--- config.mk ---
export PLATFORM = sky130hd
export DESIGN_NAME = reg_status_table
export DESIGN_NICKNAME = d
export VERILOG_FILES = /design/src/rtl/reg_status_table.sv
export SDC_FILE = /design/constraint.sdc
export NUM_CORES = 1
export LEC_CHECK = 0
export BUFFER_PORTS_ARGS = -buffer_cell sky130_fd_sc_hd__buf_2
export CORE_MARGIN = 4
export CORE_UTILIZATION = 55
export DETAILED_ROUTE_END_ITERATION = 10
export PLACE_DENSITY_LB_ADDON = 0.12
export SYNTH_ARGS = -nofsm -noshare
export SYNTH_HDL_FRONTEND = slang
export SYNTH_SLANG_ARGS = --single-unit
--- constraint.sdc ---
create_clock -name clk -period 16.3 [get_ports clk]
set_clock_uncertainty 0.2 [all_clocks]
set_input_delay 0 -clock clk [delete_from_list [all_inputs] [get_ports clk]]
set_output_delay 0 -clock clk [all_outputs]
set_load 0.02 [all_outputs]
--- src/rtl/reg_status_table.sv ---
// Register result-status table: tracks which reservation-station tag will write
// each architectural register, cleared by CDB broadcasts, with CDB-bypassed lookups.
module reg_status_table #(
  parameter int unsigned TAG_W = 3
) (
  input  logic             clk,
  input  logic             rst_n,
  input  logic             issue_en,
  input  logic [4:0]       issue_rd,
  input  logic [TAG_W-1:0] issue_tag,
  input  logic             cdb_valid,
  input  logic [TAG_W-1:0] cdb_tag,
  input  logic             flush,
  input  logic [4:0]       rs_addr,
  input  logic [4:0]       rt_addr,
  output logic             rs_busy,
  output logic [TAG_W-1:0] rs_tag,
  output logic             rt_busy,
  output logic [TAG_W-1:0] rt_tag,
  output logic [5:0]       pending_cnt
);

  localparam int unsigned N_REGS = 32;
  localparam int unsigned ADDR_W = 5;
  localparam int unsigned CNT_W  = 6;

  logic [N_REGS-1:0]             busy_q, busy_d;
  logic [N_REGS-1:0][TAG_W-1:0]  tag_q, tag_d;
  logic [CNT_W-1:0]              pending_cnt_q, pending_cnt_d;

  // Next state: CDB clear first, then issue overrides it, flush overrides both.
  always_comb begin
    busy_d        = busy_q;
    tag_d         = tag_q;
    pending_cnt_d = '0;
    for (int i = 1; i < N_REGS; i++) begin
      if (cdb_valid && busy_q[i] && (tag_q[i] == cdb_tag)) begin
        busy_d[i] = 1'b0;
        tag_d[i]  = '0;
      end
      if (issue_en && (issue_rd == ADDR_W'(i))) begin
        busy_d[i] = 1'b1;
        tag_d[i]  = issue_tag;
      end
    end
    if (flush) begin
      busy_d = '0;
      tag_d  = '0;
    end
    busy_d[0] = 1'b0;
    tag_d[0]  = '0;
    for (int i = 0; i < N_REGS; i++) begin
      pending_cnt_d = pending_cnt_d + CNT_W'(busy_d[i]);
    end
  end

  always_ff @(posedge clk or negedge rst_n) begin
    if (!rst_n) begin
      busy_q        <= '0;
      tag_q         <= '0;
      pending_cnt_q <= '0;
    end else begin
      busy_q        <= busy_d;
      tag_q         <= tag_d;
      pending_cnt_q <= pending_cnt_d;
    end
  end

  // Source lookups from current state; a matching broadcast reads as already done.
  always_comb begin
    rs_busy = busy_q[rs_addr] && !(cdb_valid && (tag_q[rs_addr] == cdb_tag));
    rt_busy = busy_q[rt_addr] && !(cdb_valid && (tag_q[rt_addr] == cdb_tag));
    rs_tag  = rs_busy ? tag_q[rs_addr] : '0;
    rt_tag  = rt_busy ? tag_q[rt_addr] : '0;
  end

  assign pending_cnt = pending_cnt_q;

endmodule
# ---- Word level (Yosys, flattened, before mapping)
# Index checks and enable logic that the tools add are counted.
dict set report word_totals {
  ff_bits 130
  input_bits 26
  output_inout_bits 14
  word_cells 395
}
dict set report op_classes {
  n_addsub 30
  magnitude_cmp 2
  eq_ne 64
  mux 136
  reduce_logical 130
}
# cell count
set ops {}
lappend ops {{2-to-1 mux 3 bit} 66}
lappend ops {{adder 6 x 1 -> 6 bit} 25}
lappend ops {{== test 3 bit} 33}
lappend ops {{logical AND 1 bit} 97}
lappend ops {{2-to-1 mux 96 bit} 1}
lappend ops {{nonzero test 3 bit} 31}
lappend ops {{== test 5 bit, second input constant} 16}
lappend ops {{2-to-1 mux 1 bit} 64}
lappend ops {{== test 5 x 4 -> 1 bit, second input constant} 8}
lappend ops {{2-to-1 mux 32 bit} 1}
lappend ops {{binary-select mux 3 bit (select 5 bit)} 2}
lappend ops {{== test 5 x 3 -> 1 bit, second input constant} 4}
lappend ops {{less-than comparator 5 x 6 -> 1 bit, second input constant} 2}
lappend ops {{binary-select mux 1 bit (select 5 bit)} 2}
lappend ops {{== test 5 x 2 -> 1 bit, second input constant} 2}
lappend ops {{adder 5 x 1 -> 6 bit} 1}
lappend ops {{adder 4 x 1 -> 5 bit} 1}
lappend ops {{== test 5 x 1 -> 1 bit, second input constant} 1}
lappend ops {{adder 3 x 1 -> 4 bit} 1}
lappend ops {{adder 2 x 1 -> 3 bit} 1}
lappend ops {{adder 1 x 1 -> 2 bit} 1}
lappend ops {{zero test 1 bit} 2}

# ---- Logic depth before layout (Yosys ltp)
# Gate-level depths: netlist of the first run.
dict set report logic_depth {
  ltp_word 35
  ltp_mapped 25
  depth_no_buf 23
}

# ---- Least setup slack after synthesis of the first run
# No wires, ideal clock.
dict set report synth_path {
  kind {input-to-reg}
  from {input port cdb_tag[0]}
  to {register pending_cnt_q[4] (netlist: pending_cnt[4])}
  setup_time_ns 0.123
  t_arrival_ns 5.460
  required_ns 15.977
  path_slack_ns 10.518
  path_stages 21
  path_buffers 2
  path_cell_list {clkbuf_1 > buf_2 > xor2_1 > nor2_1 > a41oi_1 > nand2_1 > o21a_1 > fa_1 > fa_1 > inv_1 > fa_1 > inv_1 > fa_1 > fa_1 > fa_1 > fa_1 > fa_1 > inv_1 > a21o_1 > a21oi_1 > xnor2_1}
}
dict set report synth_via {
  elab_chain_cells 35
  elab_cells_between_ends 155
  cone_classes {add/sub (30); eq/ne (31); mux (63); reduce/logical (31)}
}
# item line_no
set synth_lines {}
lappend synth_lines {{start: declaration} 12} ;# input logic [TAG_W-1:0] cdb_tag,
lappend synth_lines {{== test 3 bit} 37} ;# if (cdb_valid && busy_q[i] && (tag_q[i] == cdb_tag)) begin
lappend synth_lines {{logical AND 1 bit} 37}
lappend synth_lines {{2-to-1 mux 1 bit} 37}
lappend synth_lines {{2-to-1 mux 1 bit} 41} ;# if (issue_en && (issue_rd == ADDR_W'(i))) begin
lappend synth_lines {{2-to-1 mux 32 bit (*)} 46} ;# if (flush) begin
lappend synth_lines {{adder 1 x 1 -> 2 bit} 53} ;# pending_cnt_d = pending_cnt_d + CNT_W'(busy_d[i]);
lappend synth_lines {{adder 2 x 1 -> 3 bit} 53}
lappend synth_lines {{adder 3 x 1 -> 4 bit} 53}
lappend synth_lines {{adder 4 x 1 -> 5 bit} 53}
lappend synth_lines {{adder 5 x 1 -> 6 bit} 53}
lappend synth_lines {{adder 6 x 1 -> 6 bit (24 in series)} 53}
lappend synth_lines {{adder 6 x 1 -> 6 bit (*)} 53}
lappend synth_lines {{named net pending_cnt_d[4]} 29} ;# logic [CNT_W-1:0] pending_cnt_q, pending_cnt_d;
lappend synth_lines {{end signal: assignment} 65} ;# pending_cnt_q <= pending_cnt_d;
lappend synth_lines {{end: declaration} 29}
# Mark *: on every way through the listed nets, which the timed path passes. The rest lies on a longest branch.
# A chain may end at the register's enable or synchronous reset.

# ---- Worst setup path in the final report of the first run
dict set report layout_path {
  from {input port issue_rd[1]}
  to {register pending_cnt_q[4] (netlist: pending_cnt[4])}
}
dict set report layout_via {
  elab_cells_between_ends 124
  cone_classes {add/sub (30); eq/ne (31); mux (32); reduce/logical (31)}
}
# item line_no
set layout_rtl {}
lappend layout_rtl {{start: declaration} 9} ;# input logic [4:0] issue_rd,
lappend layout_rtl {{== test 5 x 4 -> 1 bit} 41}
lappend layout_rtl {{logical AND 1 bit} 41}
lappend layout_rtl {{2-to-1 mux 1 bit} 41}
lappend layout_rtl {{2-to-1 mux 32 bit} 46}
lappend layout_rtl {{named net busy_d[14]} 27} ;# logic [N_REGS-1:0] busy_q, busy_d;
lappend layout_rtl {{adder 6 x 1 -> 6 bit (18 in series)} 53}
lappend layout_rtl {{named net pending_cnt_d[4]} 29}
# The timed path passes the listed nets, and every way through them passes these cells.

==> run summary, run 1 <==
CTS Hold Bufs: 8
Ys flop type: dfrtp_1
Dpl hpwl: 18.9 mm
TritonCTS buffer count: 17
Clock-pin slew on the worst setup and hold paths: 0.06 ns
First-pass GRT wire length: 44.3 mm
Req. time, crit path: 16.42 ns
Minimum clock period: 6.76 ns
Wire per inst: 24.1 µm
CTS H-tree lvls: 4
Clk sinks: 130
Slew margin rel.: 32.5%
Setup-failing EPs final: 0
# DRC: 0
Starting Density: 56.0%
Crit path DAT: 6.88 ns
Clock latency on the worst-skew pair: 0.43 ns
Total Wirelength: 28.4 mm
Placeable Area: 16500 µm²
Status: completed
Most frequent cells in the layout: dfrtp_1 (130), o21ai_0 (110), nand3_1 (110)
Critical path peak fanout: 9
Most crowded layer after global routing: met2
CTS tree: yes
Worst setup EP type: flop
Die Area: 19000 µm²
DRT antenna net count: 0
#FFs+latches synth: 130
Static leakage: 4.49 nW
Final hold vios: 0
RSZ-0062 raised after global routing: no
Initial antenna violation count: 0
Max Cap Viol: 0
Tot Pwr: 0.809 mW
Worst-case clock buffer depth: 2
Area growth from synthesis to layout: 9.42%
Largest vdd supply drop: 0.0750 mV
Power per standard cell area: 80.0 nW/µm²
Via count: 7785
Most Frequent Cell on Critical Path: fa_1
DR pass1 iterations: 5
Cell Area, Synth: 9250 µm²
Die Y: 138 µm
Worst path slowest cell: dlygate4sd3_1
Mean Syn Cell Area: 9.87 µm²
GRT met3 Usage: 8.29%
Vias in the first global route: 7309
Seq/Total Area, Yosys: 35.2%
Final period utilization: 41.5%
Post-synth ARST share: 100%
Filler cells: 1406
Synth Net Count: 993
Share of layout cells above drive strength 1: 13.2%
YS warnings: 0
Setup Buffers After CTS: 0
ANT cells: 0
Gr ovfl total: 0
Post-CTS resize count: 0
Final net count: 1006
Root buf cell: clkbuf_16
Pin count of the biggest net entering global routing: 70
Startpoint Class: input port
Post-Syn Instances: 937
Met2 Usage GRT: 46.4%
Slew @ Worst Pin: 1.01 ns
Global Route Usage Sum: 31.6%
Setup Total Neg Slack: 0 ns
Most common cell after layout, fill and taps aside: dfrtp_1
Via/cell ratio: 6.59
Delay of the slowest cell on the worst path: 0.66 ns
Met1 Use GR: 46.0%
Ports: 40
GPL Wtd Cong: 0.895
Site Rows: 47
Crit path cell chain: dlygate4sd3_1, buf_2, nor2b_1, nor2b_1, nand3_1, dlygate4sd3_1, o21ai_0, fa_1, inv_1, fa_1, fa_1, fa_1, fa_1, fa_1, fa_1, fa_1, inv_1, a21o_1, a21oi_1, xnor2_1
Hold_ws: 0.102 ns
Max Clock Freq: 148 MHz
PortBufs: 39
Number of flops mapped to enable cells by yosys: 0
Max Slew Vio Count: 0
Worst Hold Class: in -> reg
Distinct cells, synth: 50
Crit Path Category: in -> reg
Die W: 138 µm
DRT iter0 DRCs: 1111
-- cell families after synthesis --
logic type	share of synthesized area, %
mux	16.4
buf+inv	5.02
fa+ha+maj	5.93
simple gates	14.0
flops	35.2
compound gates	14.0
xor+xnor	9.47
-- metal layers --
metal  vias up  wire length, µm  share of wire (%)
li1       3407                -                  -
met1      3869            12200                 43
met2       451            12800                 45
met3        58             2800                9.8
met4         0              682                2.4
met5         -                0                  0
-- stage by stage --
stage	area, µm²	std cells	setup WS [ns]	utilization (%)
final	10100	1181	9.54	61.2
after global routing	10100	1181	9.20	61.2
after CTS	10100	1181	9.58	61.2
after detailed placement	9490	1143	10.04	57.4
after global placement	9490	1143	10.08	57.4
after floorplan	9250	937	10.52	-
-- cells in the mapped netlist, types with 11 or more instances --
library cell	instances	area, µm²
dfrtp_1	130	3250
nand3_1	110	551
o21ai_0	110	551
nand2_1	76	285
xor2_1	65	569
mux2i_1	48	480
inv_1	47	176
mux4_2	41	923
nor2_1	40	150
xnor2_1	35	307
a41oi_1	32	280
clkbuf_1	30	113
fa_1	23	460
nor2b_1	21	131
buf_2	17	85.1
o21a_1	16	120
a22oi_1	11	82.6
-- critical path, delay by kind of cell --
kind / cells / cell delay, ns
adder cells (fa/ha/maj): 8 / 3.72
AND/OR/NAND/NOR: 3 / 0.98
AO/OA/AOI/OAI: 3 / 0.51
XOR/XNOR: 1 / 0.13
buffers and inverters: 5 / 1.53
-- worst paths after layout --
check,slack (ns),start,depth (start not counted),end
min in group asynchronous,0.49,rst_n,3,tag_q[14]
worst min register to register,0.37,tag_q[36],2,tag_q[36]
worst min-delay path,0.10,issue_rd[4],5,tag_q[86]
worst max register to register,10.25,tag_q[61],19,pending_cnt[4]
max in group asynchronous,14.13,rst_n,4,tag_q[38]
worst max-delay path,9.54,issue_rd[1],20,pending_cnt[4]
-- state kept, by name, indices dropped and copies added (netlist names) --
register     cells
tag_q           93
busy_q          31
pending_cnt      6
-- power breakdown --
part	internal, mW	total, mW	switching (mW)	leakage (nW)
combinational	0.0362	0.109	0.0724	2.42
clock	0.222	0.370	0.149	0.264
sequential	0.327	0.330	0.00377	1.81
-- cell type report --
| class | instances | area, µm² | area share (%) |
|---|---|---|---|
| multi-input combinational | 701 | 5540 | 54.7 |
| sequential | 130 | 3250 | 32.2 |
| clock buffer | 19 | 433 | 4.28 |
| timing repair buffer | 53 | 327 | 3.23 |
| tap | 220 | 275 | 2.72 |
| inverter | 47 | 176 | 1.74 |
| clock inverter | 11 | 116 | 1.15 |
No activity file was read; power rests on OpenSTA's default activity.
==> run 2: changes to the inputs <==
==> constraint.sdc (replaced) <==
create_clock -name clk -period 5.9 [get_ports clk]
set_clock_uncertainty 0.2 [all_clocks]
set_input_delay 0 -clock clk [delete_from_list [all_inputs] [get_ports clk]]
set_output_delay 0 -clock clk [all_outputs]
set_load 0.02 [all_outputs]
==> run 2 against run 1 <==
  * Final cell count rose by 7.1%
  * Via count rose by 4.0%
  * Worst setup slack lost 9.4 ns
  * Global-route usage is 1.3 points higher
  * Sequential share of layout area down 2.5 points
  * Sequential power rose to 2.8 times the previous value
  * Non-clock buffer count increased by 83
  * Die area did not move
  * Core utilization rose by 5.1 points
  * Combinational power grew to 3.1 times the previous value
  * Highest routed layer unchanged
==> run summary, run 2 (synthesized netlist as in run 1, its figures left out) <==
Status: completed
Initial antenna violation count: 0
Via/cell ratio: 6.40
DRT iter0 DRCs: 884
Worst reg2reg path depth: 18
Max Slew Vio Count: 0
Max FFs per register: 93
Power per standard cell area: 211 nW/µm²
First-pass GRT wire length: 46.1 mm
Site Rows: 47
Met2 Usage GRT: 49.7%
Dpl hpwl: 20.6 mm
Pin count of the biggest net entering global routing: 66
Met1 Use GR: 46.3%
Die Area: 19000 µm²
Hold Path End: busy_q[18]
Static leakage: 4.97 nW
CTS H-tree lvls: 4
Final period utilization: 97.1%
Die Y: 138 µm
Gr ovfl total: 0
Max Clock Freq: 174 MHz
TritonCTS buffer count: 17
Tot Pwr: 2.31 mW
Worst Hold Class: in -> reg
GRT met3 Usage: 8.29%
DRT antenna net count: 0
Final Instance Area: 11000 µm²
Hold_ws: 0.0386 ns
Final hold vios: 0
Root buf cell: clkbuf_16
Most crowded layer after global routing: met2
Biggest register: tag_q
Final net count: 1089
Setup Total Neg Slack: 0 ns
Clock latency on the worst-skew pair: 0.42 ns
Critical path peak fanout: 9
# DRC: 0
Share of layout cells above drive strength 1: 21.5%
Pre-CTS setup slack: 0.131 ns
Ports: 40
Slew margin rel.: 31.1%
Inst Count DP: 1215
Most frequent cells in the layout: dfrtp_1 (130), nand3_1 (110), o21ai_0 (102)
Reg-to-reg startpoint: tag_q[66]
Clock-pin slew on the worst setup and hold paths: 0.06 ns
Final worst slack: 0.169 ns
Most common cell after layout, fill and taps aside: dfrtp_1
Crit path DAT: 5.84 ns
Total Wirelength: 29.6 mm
Final non-filler cell total: 1265
R2R setup slack: 0.17 ns
Worst setup EP type: flop
CTS tree: yes
Clk sinks: 130
Starting Density: 56.0%
Worst hold path depth: 6
Minimum clock period: 5.73 ns
ANT cells: 0
GPL Wtd Cong: 0.946
Slew @ Worst Pin: 1.03 ns
Req. time, crit path: 6.01 ns
Startpoint Class: input port
Setup-failing EPs final: 0
Min-delay src: issue_en
Global Route Usage Sum: 32.8%
Vias in the first global route: 7940
Area growth from synthesis to layout: 18.6%
Largest vdd supply drop: 0.201 mV
Via count: 8094
Worst r2r dst: pending_cnt[2]
DR pass1 iterations: 6
Crit Path Category: in -> reg
DP Area: 10100 µm²
PortBufs: 39
Placeable Area: 16500 µm²
Die W: 138 µm
Worst-case clock buffer depth: 2
Finished Core Util: 66.4%
Wire per inst: 23.4 µm
Max Cap Viol: 0
==> run 2: worst max-delay path, cell delays in order <==
cell and delay, ns:
dlygate4sd3_1 0.53, buf_2 0.18, nor2_1 0.30, nand2_1 0.20, o21ai_0 0.40, fa_1 0.51
inv_2 0.10, fa_1 0.45, fa_1 0.49, fa_1 0.57, fa_1 0.45, fa_1 0.51
fa_2 0.42, fa_2 0.36, buf_4 0.14, buf_4 0.12, xnor2_1 0.11
==> run 2: worst max-delay path by stage <==
stage          slack (ns)        start        endpoint
3_5_place_dp         0.13    tag_q[49]  pending_cnt[4]
5_1_grt             -0.01    tag_q[24]  pending_cnt[4]
6_report             0.17  issue_rd[2]  pending_cnt[2]
3_3_place_gp         0.15    tag_q[49]  pending_cnt[4]
4_1_cts              0.05  issue_rd[2]  pending_cnt[4]
2_1_floorplan        0.12   cdb_tag[0]  pending_cnt[4]
==> run 2: routing by layer <==
metal / share of wire, % / vias to the layer above
met2: 45 / 479
met1: 41 / 3961
met4: 3.5 / 0
li1: - / 3585
met5: 0 / -
met3: 10 / 69
==> run 2: cell type report <==
cell class	instances	area (µm²)
Timing Repair Buffer	136	1070
Clock inverter	10	109
Fill cell	1346	5560
Tap cell	220	275
Multi-Input combinational cell	701	5610
Sequential cell	130	3250
Clock buffer	21	470
Inverter	47	176
==> run 2: timing repair <==
item,CTS,global route
endpoints found under the setup margin,0,3
endpoints found under the hold margin,97,1
resized for setup,0,26
hold buffers,11,2
setup buffers,0,7
==> run 2: report_power, final <==
part	leakage, nW	switching [mW]	internal, mW
combinational	2.87	0.213	0.131
clock	0.284	0.407	0.650
sequential	1.81	0.00994	0.903
==> run 3: changes to the inputs <==
--- a/config.mk
+++ b/config.mk
@@ -6,6 +6,7 @@
 export NUM_CORES = 1
 export LEC_CHECK = 0
 export BUFFER_PORTS_ARGS = -buffer_cell sky130_fd_sc_hd__buf_2
+export CORE_ASPECT_RATIO = 0.75
 export CORE_MARGIN = 4
 export CORE_UTILIZATION = 55
 export DETAILED_ROUTE_END_ITERATION = 10
==> run 3 against run 2 <==
  * Routed wire length is 1.3% higher
  * Sequential share of layout area is 0.29 points higher
  * Global-route usage is 0.068 points higher
  * Power is 4.2% higher
  * Final cell count is 1.7% lower
  * Via count is 0.32% higher
  * First-iteration DRC count is 39% higher
  * Die area is 0.11% higher
  * Design area is 0.88% lower
  * Critical path type is now reg -> reg
  * Highest routed layer unchanged
==> run summary, run 3 (synthesized netlist as in run 1, its figures left out) <==
Crit path buffers/inverters: 4
Crit Path Category: reg -> reg
Starting Density: 56.8%
Power per standard cell area: 222 nW/µm²
Total Wirelength: 30.0 mm
TritonCTS buffer count: 17
DRT antenna net count: 0
Biggest register: tag_q
Critical path peak fanout: 4
Area growth from synthesis to layout: 17.6%
CP delay by family, top: adder cells
Worst-case clock buffer depth: 2
Via count: 8120
Pre-CTS setup slack: 0.115 ns
Setup-failing EPs final: 0
Global Route Usage Sum: 32.9%
Comb power frac: 14.1%
Inst Count DP: 1200
Max Cap Viol: 0
Most frequent cells in the layout: dfrtp_1 (128), nand3_1 (110), o21ai_0 (102)
Max FFs per register: 93
Dpl hpwl: 20.8 mm
# DRC: 0
Ports: 40
DR pass1 iterations: 6
Worst setup EP type: flop
Hold_ws: 0.112 ns
Minimum clock period: 5.73 ns
Slew margin rel.: 31.6%
Static leakage: 4.91 nW
Initial antenna violation count: 0
Max Slew Vio Count: 0
PortBufs: 39
Die Area: 19000 µm²
Switching Share: 27.7%
Final net count: 1076
Setup Total Neg Slack: 0 ns
Final non-filler cell total: 1243
Die Y: 120 µm
Gr ovfl total: 0
Delay of the slowest cell on the worst path: 0.54 ns
Req. time, crit path: 6.01 ns
Final worst slack: 0.174 ns
Max Clock Freq: 175 MHz
Clk sinks: 130
CTS tree: yes
Startpoint Class: flop
Site Rows: 40
Pin count of the biggest net entering global routing: 67
GPL Wtd Cong: 0.933
CTS H-tree lvls: 4
Slew @ Worst Pin: 1.03 ns
Share of layout cells above drive strength 1: 21.1%
Status: completed
Most common cell after layout, fill and taps aside: dfrtp_1
P_sw: 0.666 mW
Final period utilization: 97.0%
Crit path DAT: 5.84 ns
Via/cell ratio: 6.53
Clock latency on the worst-skew pair: 0.43 ns
Clock-pin slew on the worst setup and hold paths: 0.06 ns
Internal: 1.74 mW
Crit path cell chain: xor2_2, nor2_1, a41oi_2, nand2_1, o21ai_2, inv_1, fa_1, fa_1, inv_1, fa_1, inv_1, fa_1, fa_1, fa_1, fa_2, fa_2, inv_2, a21o_1, a21oi_2, xnor2_1
DRT iter0 DRCs: 1233
Finished Core Util: 66.8%
Vias in the first global route: 7832
ANT cells: 0
Flop pwr share: 37.9%
Final hold vios: 0
Largest vdd supply drop: 0.154 mV
Clock network fraction of design power: 48.0%
Die W: 158 µm
First-pass GRT wire length: 47.0 mm
Worst path slowest cell: fa_1
Most Frequent Cell on Critical Path: fa_1
Wire per inst: 24.1 µm
Placeable Area: 16300 µm²
Worst Hold Class: in -> reg
Root buf cell: clkbuf_16
run 3: stage by stage:
step                      power [mW]  area (µm²)
after floorplan                 1.13        9250
after global placement          1.25       10000
after detailed placement        1.25       10000
after CTS                       2.40       10800
after global routing            2.49       10900
final                           2.41       10900
run 3: metal layers:
layer,part of all wire [%],vias up,track usage [%]
met5,0,-,0
met2,44,501,46.7
li1,-,3555,-
met4,2.0,0,8.01
met1,42,4003,49.9
met3,12,61,9.09
run 3: power by group through the flow:
stage          Clock (mW)  Sequential [mW]  Combinational (mW)
2_1_floorplan           0            0.931               0.196
3_3_place_gp            0            0.928               0.318
3_5_place_dp            0            0.928               0.320
4_1_cts              1.16            0.912               0.329
5_1_grt              1.21            0.913               0.367
6_report             1.16            0.912               0.340
run 3: final timing paths:
check,cells after the start,start,to,slack (ns)
worst max-delay path,20,tag_q[54],pending_cnt[4],0.17
worst min-delay path,6,issue_rd[4],busy_q[28],0.11
worst max register to register,20,tag_q[54],pending_cnt[4],0.17
worst min register to register,2,tag_q[13],tag_q[13],0.36
max in group asynchronous,4,rst_n,tag_q[45],4.16
min in group asynchronous,4,rst_n,tag_q[12],0.48
run 3: repair_timing:
item	CTS	global route
resized for setup	0	27
setup endpoints to repair	0	2
endpoints found under the hold margin	91	0
setup buffers	0	3
hold buffers	9	0
run 3: final cells by class:
class	count	area, µm²
multi-input cells	701	5610
fillers	1325	5400
flip-flops and latches	130	3260
repair buffers	123	937
clock buffers	18	429
well taps	210	263
clock inverters	14	199
inverters	47	176
run 3: tightest hold or removal path: stages:
cell     delay [ns]
buf_2          0.10
nand2_1        0.18
nor2_1         0.13
nand2_1        0.09
o21a_1         0.15
inv_1          0.05
